==> src/rtl/bounce_generator_pkg.sv <==
`default_nettype none
// ============================================================================
// Module      : bounce_generator_pkg
// Description : Shared definitions for the contact-bounce emulator: FSM state
//               encodings, LFSR tap mask, default LFSR seed and the LFSR
//               next-state helper.
// Revision    : 1.0 - initial release
// ============================================================================
package bounce_generator_pkg;

    // One-bit state encodings for the emulator FSM.
    localparam logic [0:0] c_st_idle   = 1'b0;
    localparam logic [0:0] c_st_bounce = 1'b1;

    typedef enum logic [0:0] {
        ST_IDLE   = c_st_idle,
        ST_BOUNCE = c_st_bounce
    } state_t;

    // Tap mask for x^8 + x^6 + x^5 + x^4 + 1 with a left-shifting register
    // (bits 7,5,4,3 feed the XOR that enters at bit 0).
    localparam logic [7:0] c_lfsr_taps    = 8'hB8;
    localparam logic [7:0] c_default_seed = 8'hA5;

    function automatic logic [7:0] lfsr_next(input logic [7:0] cur);
        return {cur[6:0], ^(cur & c_lfsr_taps)};
    endfunction

endpackage : bounce_generator_pkg
`default_nettype wire

==> src/rtl/bounce_generator_lfsr8.sv <==
`default_nettype none
// ============================================================================
// Module      : lfsr8
// Description : 8-bit Fibonacci LFSR, free running on every non-reset edge.
// Ports       : clk   - clock
//               reset - synchronous active-high reset, loads SEED
//               state - current register contents
// Revision    : 1.0 - initial release
// ============================================================================
module lfsr8
    import bounce_generator_pkg::*;
#(
    parameter logic [7:0] SEED = c_default_seed
) (
    input  logic       clk,
    input  logic       reset,
    output logic [7:0] state
);

    logic [7:0] r_state;

    always_ff @(posedge clk) begin
        if (reset) begin
            r_state <= SEED;
        end else begin
            r_state <= lfsr_next(r_state);
        end
    end

    assign state = r_state;

endmodule : lfsr8
`default_nettype wire

==> src/rtl/bounce_generator.sv <==
`default_nettype none
// ============================================================================
// Module      : bounce_generator
// Description : Emulates a bouncing mechanical contact. On each level change
//               of cleansignal the output shows pseudo-random LFSR bits for
//               bouncetime cycles, then settles to the new level. With
//               bounceenable low the level is passed through with one cycle
//               of latency.
// Ports       : clk          - clock
//               reset        - synchronous active-high reset
//               cleansignal  - ideal switch level (clk domain)
//               bounceenable - 1 = emulate bounce, 0 = pass-through
//               noisysignal  - registered emulated contact output
//               busy         - registered, high while bouncing
//               settled      - registered one-cycle pulse on final level
// Revision    : 1.0 - initial release
// ============================================================================
module bounce_generator
    import bounce_generator_pkg::*;
#(
    parameter int         counterwidth = 4,
    parameter int         bouncetime   = 8,
    parameter logic [7:0] lfsrseed     = c_default_seed
) (
    input  logic clk,
    input  logic reset,
    input  logic cleansignal,
    input  logic bounceenable,
    output logic noisysignal,
    output logic busy,
    output logic settled
);

    localparam logic [counterwidth-1:0] c_last = counterwidth'(bouncetime - 1);

    logic [7:0]              w_lfsr;
    logic                    w_lfsr_unused;
    logic                    w_change;
    state_t                  r_state;
    logic                    r_target;
    logic [counterwidth-1:0] r_counter;
    logic                    r_noisy;
    logic                    r_busy;
    logic                    r_settled;

    lfsr8 #(
        .SEED  (lfsrseed)
    ) u_lfsr (
        .clk   (clk),
        .reset (reset),
        .state (w_lfsr)
    );

    // Only bit 0 drives the bounce pattern.
    assign w_lfsr_unused = ^w_lfsr[7:1];

    // target holds the previous clean level; target resets to 0 so a high
    // clean level at reset release is seen as a change.
    assign w_change = (cleansignal != r_target);

    always_ff @(posedge clk) begin
        if (reset) begin
            r_state   <= ST_IDLE;
            r_target  <= 1'b0;
            r_counter <= '0;
            r_noisy   <= 1'b0;
            r_busy    <= 1'b0;
            r_settled <= 1'b0;
        end else begin
            r_target <= cleansignal;
            case (r_state)
                ST_IDLE: begin
                    if (w_change && bounceenable) begin
                        r_state   <= ST_BOUNCE;
                        r_counter <= '0;
                        r_busy    <= 1'b1;
                        r_noisy   <= w_lfsr[0];
                        r_settled <= 1'b0;
                    end else if (w_change) begin
                        r_noisy   <= cleansignal;
                        r_settled <= 1'b1;
                        r_busy    <= 1'b0;
                    end else begin
                        r_noisy   <= r_target;
                        r_settled <= 1'b0;
                        r_busy    <= 1'b0;
                    end
                end
                ST_BOUNCE: begin
                    // A reversal restarts the window and wins over settling.
                    if (w_change) begin
                        r_counter <= '0;
                        r_noisy   <= w_lfsr[0];
                        r_busy    <= 1'b1;
                        r_settled <= 1'b0;
                    end else if (r_counter == c_last) begin
                        r_state   <= ST_IDLE;
                        r_counter <= '0;
                        r_noisy   <= r_target;
                        r_busy    <= 1'b0;
                        r_settled <= 1'b1;
                    end else begin
                        r_counter <= r_counter + 1'b1;
                        r_noisy   <= w_lfsr[0];
                        r_busy    <= 1'b1;
                        r_settled <= 1'b0;
                    end
                end
                default: begin
                    r_state   <= ST_IDLE;
                    r_counter <= '0;
                    r_busy    <= 1'b0;
                    r_settled <= 1'b0;
                end
            endcase
        end
    end

    assign noisysignal = r_noisy;
    assign busy        = r_busy;
    assign settled     = r_settled;

endmodule : bounce_generator
`default_nettype wire

==> config.mk <==
export PLATFORM = sky130hd
export DESIGN_NAME = bounce_generator
export DESIGN_NICKNAME = d
export VERILOG_FILES = /design/src/rtl/bounce_generator_pkg.sv /design/src/rtl/bounce_generator_lfsr8.sv /design/src/rtl/bounce_generator.sv
export SDC_FILE = /design/constraint.sdc
export NUM_CORES = 1
export LEC_CHECK = 0
export ABC_CLOCK_PERIOD_IN_PS = 1600
export BUFFER_PORTS_ARGS = -buffer_cell sky130_fd_sc_hd__buf_2
export CAP_MARGIN = 10
export CORE_UTILIZATION = 30
export DETAILED_ROUTE_END_ITERATION = 12
export SLEW_MARGIN = 20
export SYNTH_ARGS = -nofsm -noshare
export SYNTH_HDL_FRONTEND = slang
export SYNTH_SLANG_ARGS = --single-unit
==> constraint.sdc <==
create_clock -name clk -period 1.6 [get_ports clk]
set_input_delay 0 -clock clk [delete_from_list [all_inputs] [get_ports clk]]
set_output_delay 0 -clock clk [all_outputs]
set_load 0.02 [all_outputs]
After elaboration in Yosys (flattened, before gate mapping)
Cells that the tools add are included.
{ "word_totals": {"regBits": 16, "latchBits": 0, "ram_bits": 0, "rom_bits": 0, "inputBits": 4, "out_inout_bits": 3, "wordCells": 31, "mem_count": 0} }
{ "op_classes": {"n_addsub": 1, "mul": 0, "div": 0, "n_lt_le_gt_ge": 0, "eq_ne": 3, "shifts": 0, "mux": 18, "bitwise_logic": 1, "reduce_logical": 2} }
{ "op_table": {"columns": ["cell", "n"], "rows": [
  ["4-bit two-way mux", 3],
  ["1-bit two-way mux", 11],
  ["4-bit one-hot mux with 2 select lines", 1],
  ["8-bit parity", 1],
  ["1-bit one-hot mux with 2 select lines", 3],
  ["4-bit by 1-bit adder with 4-bit output, second input constant", 1],
  ["4-bit by 3-bit == test with 1-bit output, second input constant", 1],
  ["2-bit != test, second input constant", 1],
  ["1-bit logical AND", 1],
  ["1-bit != test", 1],
  ["1-bit NOT", 1]
]} }

Depth between registers and ports, before layout
Gate-level depths: netlist of run 1.
{ "logic_depth": {"depth_word": 4, "ltp_mapped": 6, "depth_no_buf": 5} }

Cells and area by module
Synthesis of run 1 repeated with hierarchy kept, for this count alone.
{ "unflattened": {"cells_unflattened": 60, "area_unflattened_um2": 609.3} }
{ "by_module_without_submodules": {"columns": ["module", "instances", "cells_per_inst", "area_per_inst_um2", "seq_area_each_um2"], "rows": [
  ["bounce_generator", 1, 41, 372.9, 160.2],
  ["lfsr8", 1, 19, 236.5, 160.2]
]} }

Worst setup path before layout of run 1
Ideal clock, no wire load.
{ "synth_timing": {"path_kind": "reg-to-reg", "startpoint": "reg r_target", "endpoint": "reg r_noisy, in the netlist noisysignal", "setup_time_ns": 0.074, "t_arrival_ns": 1.358, "required_ns": 1.526, "path_slack_ns": 0.168, "stages_incl_launch_ff": 7, "n_path_buf": 1, "period_less_slack_ns": 1.432, "cell_sequence": "dfxtp_1 > inv_1 > ha_1 > clkbuf_8 > nand3_4 > or3_1 > a31oi_1"} }
{ "synth_via": {"elab_chain_len": 4, "word_cells_on_any_way": 7, "classes_between": "eq/ne (1); mux (5); reduce/logical (1)"} }
{ "synth_lines": {"columns": ["item", "line_no", "text"], "rows": [
  ["start: declaration", "bounce_generator.sv:40", "logic r_target;"],
  ["start signal: assignment", "bounce_generator.sv:70", "r_target <= cleansignal;"],
  ["1-bit != test", "bounce_generator.sv:59", "assign w_change = (cleansignal != r_target);"],
  ["1-bit two-way mux / 1-bit logical AND (equally long branches)", "bounce_generator.sv:79, bounce_generator.sv:73", null],
  ["1-bit two-way mux", "bounce_generator.sv:73", "if (w_change && bounceenable) begin"],
  ["1-bit one-hot mux with 2 select lines (*)", "bounce_generator.sv:71", "case (r_state)"],
  ["end signal: assignment", "bounce_generator.sv:77", "r_noisy <= w_lfsr[0];"],
  ["end signal: assignment", "bounce_generator.sv:80", "r_noisy <= cleansignal;"],
  ["end signal: assignment", "bounce_generator.sv:84", "r_noisy <= r_target;"],
  ["end: declaration", "bounce_generator.sv:42", "logic r_noisy;"]
]} }
Mark *: on every way between the ends. The rest lies on a longest branch, timed or not.
A chain may end at the register's enable or synchronous reset.

Final worst setup path of run 1
{ "layout_timing": {"startpoint": "reg r_target", "endpoint": "reg r_counter[3]"} }
{ "layout_via": {"elab_chain_len": 3, "word_cells_on_any_way": 5, "classes_between": "eq/ne (2); mux (2); reduce/logical (1)"} }
{ "layout_lines": {"columns": ["item", "line_no", "text"], "rows": [
  ["1-bit != test (*)", "bounce_generator.sv:59", null],
  ["4-bit two-way mux / 1-bit logical AND (equally long branches)", "bounce_generator.sv:91, bounce_generator.sv:73", null],
  ["4-bit one-hot mux with 2 select lines / 2-bit != test (equally long branches)", null, null],
  ["end signal: assignment", "bounce_generator.sv:103", "r_counter <= r_counter + 1'b1;"],
  ["end: declaration", "bounce_generator.sv:41", "logic [counterwidth-1:0] r_counter;"]
]} }
Marked as above.

==> results_dict.tcl, run 1 <==
set metrics [dict create \
    dp_cells 97 \
    wl_um 1147 \
    timing.hold.ws_ns 0.02591 \
    synth.avg_cell_area_sq_um 10.51 \
    drt-vias-per-instance 4.745 \
    antenna_left 0 \
    clockBufferDepth 2 \
    die_area_sq_um 2472 \
    antenna_found_initial 0 \
    hold_path_class "in -> reg" \
    drtIter0Drc 15 \
    p_per_area_nw_per_um2 1041 \
    synthArstFlopShare_pct 0 \
    seq_power_share_pct 54.1 \
    die_w_um 49.72 \
    grt_pass1_wl_um 2042 \
    ir_drop_v 0.0003971 \
    leakagePower_nw 0.3111 \
    multi_input_area_sq_um 327.8 \
    nFillCells 219 \
    post-route-util_pct 38.79 \
    vias 484 \
    clock_latency_ns 0.29 \
    grt.overflow.total 0 \
    synthCells 65 \
    start_kind "flop" \
    cp_data_required_time_ns 1.82 \
    relSlewSlack_pct 67.13 \
    p_int_mw 0.6176 \
    grt_max_degree 17 \
    num_rows 16 \
    root_buffer "clkbuf_4" \
    place_congestion 0.7364 \
    core_sq_um 2042 \
    tns_ns 0 \
    hpwl_um 806.3 \
    drc 0 \
    syn-num-nets 72 \
    grt_pass1_vias 468 \
    cts_tree "built" \
    post_cts_buffers 0 \
    synth-edff-count 0 \
    cts_max_level 1 \
    arrival_ns 1.71 \
    ys.warnings.count 0 \
    io_buffers 6 \
    synth_top_family_by_area "simple AND/OR/NAND/NOR gates" \
    synth-compound-area-share_pct 16.30 \
    synth_xor_xnor_area_share_pct 3.846 \
    synthMuxAreaShare_pct 0 \
    diodes 0 \
    critPathMaxFanout 5 \
    synth_area_sq_um 683.2 \
    synth-simple-area-share_pct 20.51 \
    setup_viol 0 \
    cts_buffers 3 \
    p_sw_share_pct 25.08 \
    wl_per_cell_um 11.25 \
    combinationalPowerShare_pct 12.8 \
    p_sw_mw 0.2068 \
    syn_to_final_growth_pct 15.93 \
    end_kind "flop" \
    floorplan.initialDensity_pct 33.46 \
    status "completed" \
    slew_viol_final 0 \
    io_pins 7 \
    max_freq_ghz 0.6719 \
    finClkSkew_ns 0.006772 \
    synth_fa_ha_area_share_pct 5.495 \
    fin_crit_sh_pct 93.01 \
    drive_above_1_share_pct 26.67 \
    gr-usage-all-layers_pct 10.77 \
    cts_num_sinks 16 \
    clkSlewWorstSetupHoldPaths_ns 0.10 \
    crit_type "reg -> reg" \
    rsz0062_at_grt "false" \
    hold_violations 0 \
    synth.ff_latch_count 16 \
    drv_cap 0 \
    min_period_ns 1.488 \
    p_clk_share_pct 33.2 \
    die_h_um 49.72 \
    yosysSeqAreaShare_pct 46.89 \
    drt_pass1_iterations 6 \
    synthDistinctLibCells 28 \
    regArea_sq_um 320.3 \
    final_cells 102 \
    synth_flop_cell "dfxtp_1" \
    fin_nets 83 \
    worstMarginPinSlew_ns 0.4923 \
]
-- synthesized netlist by cell type, types with 2 or more instances --
cell type | n | area share, %
o211ai_1 | 2 | 2.2
ha_1 | 3 | 5.5
dfxtp_1 | 16 | 47
or3_1 | 2 | 1.8
a21oi_1 | 2 | 1.5
inv_1 | 5 | 2.7
o221ai_1 | 2 | 2.6
a31oi_1 | 3 | 2.7
nand2b_1 | 2 | 1.8
nor2b_1 | 5 | 4.6
nand3_1 | 2 | 1.5
or2_2 | 3 | 2.7
nor2_1 | 2 | 1.1
xor2_1 | 2 | 2.6
-- critical path, cell delays in order, from the launching register on --
cell      delay, ns
dfxtp_1        0.34
inv_1          0.07
ha_4           0.29
buf_4          0.14
nand2_4        0.05
a2111o_1       0.39
a31oi_1        0.14
-- final timing paths --
path	cells past startpoint	endpoint	slack, ns	startpoint
worst max-delay path	6	r_counter[3]	0.11	r_target
worst min-delay path	3	settled	0.03	bounceenable
worst max register to register	6	r_counter[3]	0.11	r_target
worst min register to register	1	u_lfsr.state[2]	0.42	u_lfsr.state[1]
-- stage by stage --
| step | area (sq um) | setup WS [ns] | power, mW |
|---|---|---|---|
| 5_1_grt | 792.0 | 0.009572 | 0.8634 |
| 2_1_floorplan | 683.2 | 0.1675 | 0.5303 |
| 3_3_place_gp | 733.2 | 0.1040 | 0.5523 |
| 6_report | 792.0 | 0.1118 | 0.8244 |
| 4_1_cts | 779.5 | 0.01744 | 0.8267 |
| 3_5_place_dp | 733.2 | 0.03443 | 0.5532 |
-- timing repair --
action | 4_1_cts | 5_1_grt
hold buffers | 1 | 0
resized for setup | 0 | 2
setup endpoints to repair | 0 | 2
hold endpoints to repair | 1 | 0
-- metal layers --
layer  GRT usage, %  part of all wire, %  up-vias
met2          16.67                   44       11
li1               -                    -      249
met5              0                    0        -
met3          2.160                  3.6        2
met1          13.94                   52      222
met4          5.714                 0.87        0
-- power by group through the flow --
stage	Sequential, mW	Combinational, mW	Clock [mW]
after CTS	0.446	0.101	0.280
after floorplan	0.455	0.0756	0
after global routing	0.451	0.117	0.295
after global placement	0.454	0.0979	0
after detailed placement	0.454	0.0989	0
final	0.446	0.105	0.273
-- cells in the final DEF (no fill, tap or decap), drive strengths merged, types with 2 or more instances in the layout --
cell type / n
dfxtp: 16
or2: 3
buf: 8
nand3: 3
nor2b: 5
ha: 3
nand2b: 2
a31oi: 3
a21oi: 2
o211ai: 2
nor2: 2
or3: 2
clkbuf: 4
inv: 5
xor2: 2
o221ai: 2
-- flip-flops by register name, summed over array words and instances (netlist names) --
register	count
u_lfsr.state	8
r_counter	4
busy	1
noisysignal	1
r_target	1
settled	1
-- final cells by class --
cell class | count | share of cell area, %
multi-input combinational | 41 | 41.39
sequential | 16 | 40.44
timing repair buffer | 9 | 6.951
clock buffer | 4 | 4.581
tap | 27 | 4.265
inverter | 5 | 2.370
-- logic make-up after synthesis --
kind of cell / after synthesis
XOR/XNOR: 3
flip-flops: 16
buffers and inverters: 8
AND/OR/NAND/NOR: 21
adder cells (fa/ha/maj): 3
AO/OA/AOI/OAI: 14
Power figures use the tool's default switching activity.
==> run 2, diff against run 1 <==
--- a/config.mk
+++ b/config.mk
@@ -10,6 +10,7 @@
 export CAP_MARGIN = 10
 export CORE_UTILIZATION = 30
 export DETAILED_ROUTE_END_ITERATION = 12
+export RECOVER_POWER = 100
 export SLEW_MARGIN = 20
 export SYNTH_ARGS = -nofsm -noshare
 export SYNTH_HDL_FRONTEND = slang
==> run 2 against run 1 <==
Net effect:
- flip-flop and latch count is the same
- largest cell class is now sequential cells
- highest routed layer unchanged
- cell area fell by 2.2%
- register-to-register slack better by 0.03 ns
==> results_dict.tcl, run 2 (synthesis results as in run 1) <==
set metrics [dict create \
    fin_crit_sh_pct 91.61 \
    end_kind "flop" \
    num_rows 16 \
    critPathMaxFanout 5 \
    clock_latency_ns 0.29 \
    die_area_sq_um 2472 \
    leakagePower_nw 0.2967 \
    ir_drop_v 0.0003889 \
    vias 484 \
    grt.overflow.total 0 \
    largest_reg_flops 8 \
    cts_num_sinks 16 \
    final_cells 102 \
    relSlewSlack_pct 70.14 \
    grtUsageMet1_pct 13.94 \
    root_buffer "clkbuf_4" \
    syn_to_final_growth_pct 13.37 \
    grt.busiest_layer "met2" \
    floorplan.initialDensity_pct 33.46 \
    die_w_um 49.72 \
    cts_buffers 3 \
    io_buffers 6 \
    grt_max_degree 17 \
    dp_cells 97 \
    wl_per_cell_um 11.37 \
    crit_slowest_cell "dlygate4sd3_1" \
    max_freq_ghz 0.6822 \
    drt-vias-per-instance 4.745 \
    finClkSkew_ns 0.008592 \
    drive_above_1_share_pct 20.00 \
    nFillCells 223 \
    grt_use_met3_pct 2.160 \
    final_common_cell "dfxtp_1" \
    tns_ns 0 \
    post-route-util_pct 37.93 \
    core_sq_um 2042 \
    antenna_left 0 \
    arrival_ns 1.69 \
    slowest_delay_ns 0.53 \
    setup_viol 0 \
    cts_max_level 1 \
    place_congestion 0.7364 \
    drc 0 \
    crit_chain "dlygate4sd3_1 > clkbuf_1 > ha_4 > buf_4 > nand2_4 > a2111o_1 > a31oi_1" \
    timing.hold.ws_ns 0.02584 \
    status "completed" \
    clkSlewWorstSetupHoldPaths_ns 0.10 \
    worstMarginPinSlew_ns 0.4473 \
    drt_pass1_iterations 4 \
    fin_nets 83 \
    cp_data_required_time_ns 1.83 \
    drtIter0Drc 8 \
    die_h_um 49.72 \
    diodes 0 \
    wl_um 1160 \
    rsz0062_at_grt "false" \
    antenna_found_initial 0 \
    min_period_ns 1.466 \
    hold_violations 0 \
    drv_cap 0 \
    gr-usage-all-layers_pct 10.77 \
    clockBufferDepth 2 \
    slew_viol_final 0 \
    post_cts_buffers 0 \
    met2_usage_pct 16.67 \
    grt_pass1_vias 468 \
    start_kind "input port" \
    cts_tree "built" \
    final_cell_mix "16 x dfxtp_1, 5 x inv_1, 5 x nor2b_1" \
    io_pins 7 \
    crit_type "in -> reg" \
    hold_path_class "in -> reg" \
    p_per_area_nw_per_um2 1060 \
    grt_pass1_wl_um 2042 \
    hpwl_um 806.3 \
]
[run 2: cell count changes in the layout (fill, tap and decap cells not counted)]
| cell | delta |
|---|---|
| buf_2 | -4 |
| clkbuf_1 | +4 |
| nand3_4 | -1 |
| nand3_1 | +1 |
[run 2: area by class of cell]
class	count	area, sq um	share of cell area [%]
flip-flops and latches	16	320.3	41.36
multi-input cells	41	315.3	40.71
repair buffers	9	50.05	6.462
clock buffers	4	36.28	4.685
well taps	27	33.78	4.362
inverters	5	18.77	2.423
[run 2: power breakdown]
group | leakage [nW] | switching [mW] | total, mW | internal (mW)
logic | 0.143 | 0.0514 | 0.101 | 0.0494
registers | 0.132 | 0.0186 | 0.445 | 0.426
clock network | 0.0210 | 0.137 | 0.275 | 0.139
total | 0.297 | 0.207 | 0.821 | 0.614
[run 2: routing by layer]
| layer | up-vias | routed length (um) |
|---|---|---|
| met5 | - | 0 |
| met3 | 2 | 43 |
| met2 | 11 | 510 |
| met1 | 222 | 596 |
| met4 | 0 | 10 |
| li1 | 249 | - |
[run 2: worst max-delay path: cells and delay by family]
| kind | cells | cell delay (ns) |
|---|---|---|
| AO/OA/AOI/OAI | 2 | 0.53 |
| adder cells (fa/ha/maj) | 1 | 0.29 |
| buffers and inverters | 3 | 0.82 |
| AND/OR/NAND/NOR | 1 | 0.05 |
[run 2: path summary, 6_finish.rpt]
path	startpoint	to	slack [ns]	cells after the start
setup / recovery	cleansignal	r_counter[3]	0.13	7
hold / removal	bounceenable	settled	0.03	3
setup reg to reg	r_target	r_counter[3]	0.14	6
hold reg to reg	u_lfsr.state[1]	u_lfsr.state[2]	0.42	1
[run 2: what timing repair did]
action                     4_1_cts  5_1_grt
hold buffers                     1        0
hold endpoints to repair         1        0
setup endpoints to repair        0        2
resized for setup                0        2
[run 2: per-stage QoR]
step	setup WS, ns	area, sq um	power (mW)
floorplan	0.1675	683.2	0.5303
global placement	0.1040	733.2	0.5523
detailed placement	0.03443	733.2	0.5532
CTS	0.01744	779.5	0.8267
global route	0.01432	774.5	0.8583
finish	0.1342	774.5	0.8210
==> run 3, diff against run 2 <==
--- a/config.mk
+++ b/config.mk
@@ -5,7 +5,7 @@
 export SDC_FILE = /design/constraint.sdc
 export NUM_CORES = 1
 export LEC_CHECK = 0
-export ABC_CLOCK_PERIOD_IN_PS = 1600
+export ABC_CLOCK_PERIOD_IN_PS = 1400
 export BUFFER_PORTS_ARGS = -buffer_cell sky130_fd_sc_hd__buf_2
 export CAP_MARGIN = 10
 export CORE_UTILIZATION = 30
==> constraint.sdc (replaced) <==
create_clock -name clk -period 1.4 [get_ports clk]
set_input_delay 0 -clock clk [delete_from_list [all_inputs] [get_ports clk]]
set_output_delay 0 -clock clk [all_outputs]
set_load 0.02 [all_outputs]
==> run 3 against run 2 <==
Net effect:
- via count rose by 6.0%
- sequential share of layout area down 1.9 points
- largest power group unchanged
- count of clock-buffer cells in the layout is the same
- first-iteration DRC count stayed put
- register-to-register slack worse by 0.14 ns
- clock skew down 0.0050 ns
- largest cell class is now multi-input combinational cells
- highest routed layer unchanged
==> results_dict.tcl, run 3 (synthesis results as in run 1) <==
set metrics [dict create \
    io_buffers 6 \
    setup_viol 0 \
    r2r_start "r_target" \
    drive_above_1_share_pct 30.77 \
    die_h_um 49.72 \
    cts_max_level 1 \
    wl_um 1217 \
    start_kind "flop" \
    p_per_area_nw_per_um2 1161 \
    wl_per_cell_um 11.59 \
    place_congestion 0.8101 \
    clkSlewWorstSetupHoldPaths_ns 0.10 \
    hold_violations 0 \
    grt_pass1_vias 497 \
    design_area_sq_um 815.8 \
    worstMarginPinSlew_ns 0.3029 \
    cts_tree "built" \
    num_rows 16 \
    min_period_ns 1.396 \
    critPathLaunch "r_target" \
    post-route-util_pct 39.95 \
    antenna_found_initial 0 \
    arrival_ns 1.62 \
    cts_num_sinks 16 \
    vias 513 \
    worst_slack_ns 0.003934 \
    critPathMaxFanout 5 \
    cp_data_required_time_ns 1.63 \
    final_common_cell "dfxtp_1" \
    grt.overflow.total 0 \
    drtIter0Drc 8 \
    clock_latency_ns 0.29 \
    fin_crit_sh_pct 99.72 \
    max_freq_ghz 0.7163 \
    syn_to_final_growth_pct 19.41 \
    drv_cap 0 \
    place_ws_ns -0.02804 \
    clockBufferDepth 2 \
    status "completed" \
    largest_reg_flops 8 \
    drt_pass1_iterations 3 \
    cts_buffers 3 \
    place_area_sq_um 762.0 \
    gr-usage-all-layers_pct 11.68 \
    floorplan.initialDensity_pct 33.46 \
    core_sq_um 2042 \
    grt_max_degree 17 \
    end_kind "flop" \
    ir_drop_v 0.0003344 \
    slew_viol_final 0 \
    drc 0 \
    hold_path_class "in -> reg" \
    tns_ns 0 \
    finClkSkew_ns 0.003554 \
    grt_pass1_wl_um 2097 \
    crit_type "reg -> reg" \
    drt-vias-per-instance 4.886 \
    final_cell_mix "15 x dfxtp_1, 5 x nor2b_1, 5 x buf_4" \
    root_buffer "clkbuf_4" \
    leakagePower_nw 0.3154 \
    hp-start "bounceenable" \
    fin_nets 86 \
    diodes 0 \
    die_w_um 49.72 \
    antenna_left 0 \
    rsz0062_at_grt "true" \
    relSlewSlack_pct 79.78 \
    hpwl_um 859.6 \
    die_area_sq_um 2472 \
    io_pins 7 \
    power.total_mw 0.9471 \
]
[run 3: stage by stage]
step | instances | hold slack (ns)
2_1_floorplan | 65 | 0.06420
3_3_place_gp | 99 | 0.2907
3_5_place_dp | 99 | 0.2930
4_1_cts | 105 | 0.007890
5_1_grt | 105 | 0.02227
6_report | 105 | 0.01296
[run 3: cell type report]
cell class	instances	area [sq um]
clock buffer	4	36.28
fill	232	1226
inverter	5	18.77
multi-input combinational	41	330.3
sequential	16	321.6
tap	27	33.78
timing repair buffer	12	75.07
[run 3: routing by layer]
metal / global-route usage, % / wire, um / vias to the layer above
li1: - / - / 258
met1: 14.37 / 603 / 246
met2: 17.57 / 551 / 7
met3: 2.778 / 38 / 2
met4: 8.571 / 24 / 0
met5: 0 / 0 / -
[run 3: critical path, stage by stage, from the launching register on]
cell	delay, ns
dfxtp_2	0.35
inv_2	0.05
ha_4	0.30
and2b_1	0.22
or3_1	0.30
a31oi_1	0.12
[run 3: repair_timing]
action	CTS	global route
pin swaps	2	0
setup buffers	1	0
hold endpoints to repair	1	0
hold buffers	1	0
gates resized for setup	0	1
gates cloned	0	0
endpoints found under the setup margin	1	4
[run 3: worst paths after layout]
| check | end | slack (ns) | cells after the start |
|---|---|---|---|
| setup / recovery | r_counter[3] | 0.004 | 5 |
| hold / removal | settled | 0.01 | 3 |
| setup reg to reg | r_counter[3] | 0.004 | 5 |
| hold reg to reg | u_lfsr.state[7] | 0.42 | 1 |
[run 3: report_power, final]
part / switching, mW / total (mW) / internal, mW
combinational: 0.0665 / 0.130 / 0.0639
sequential: 0.0189 / 0.507 / 0.488
clock: 0.152 / 0.310 / 0.158
total: 0.237 / 0.947 / 0.710
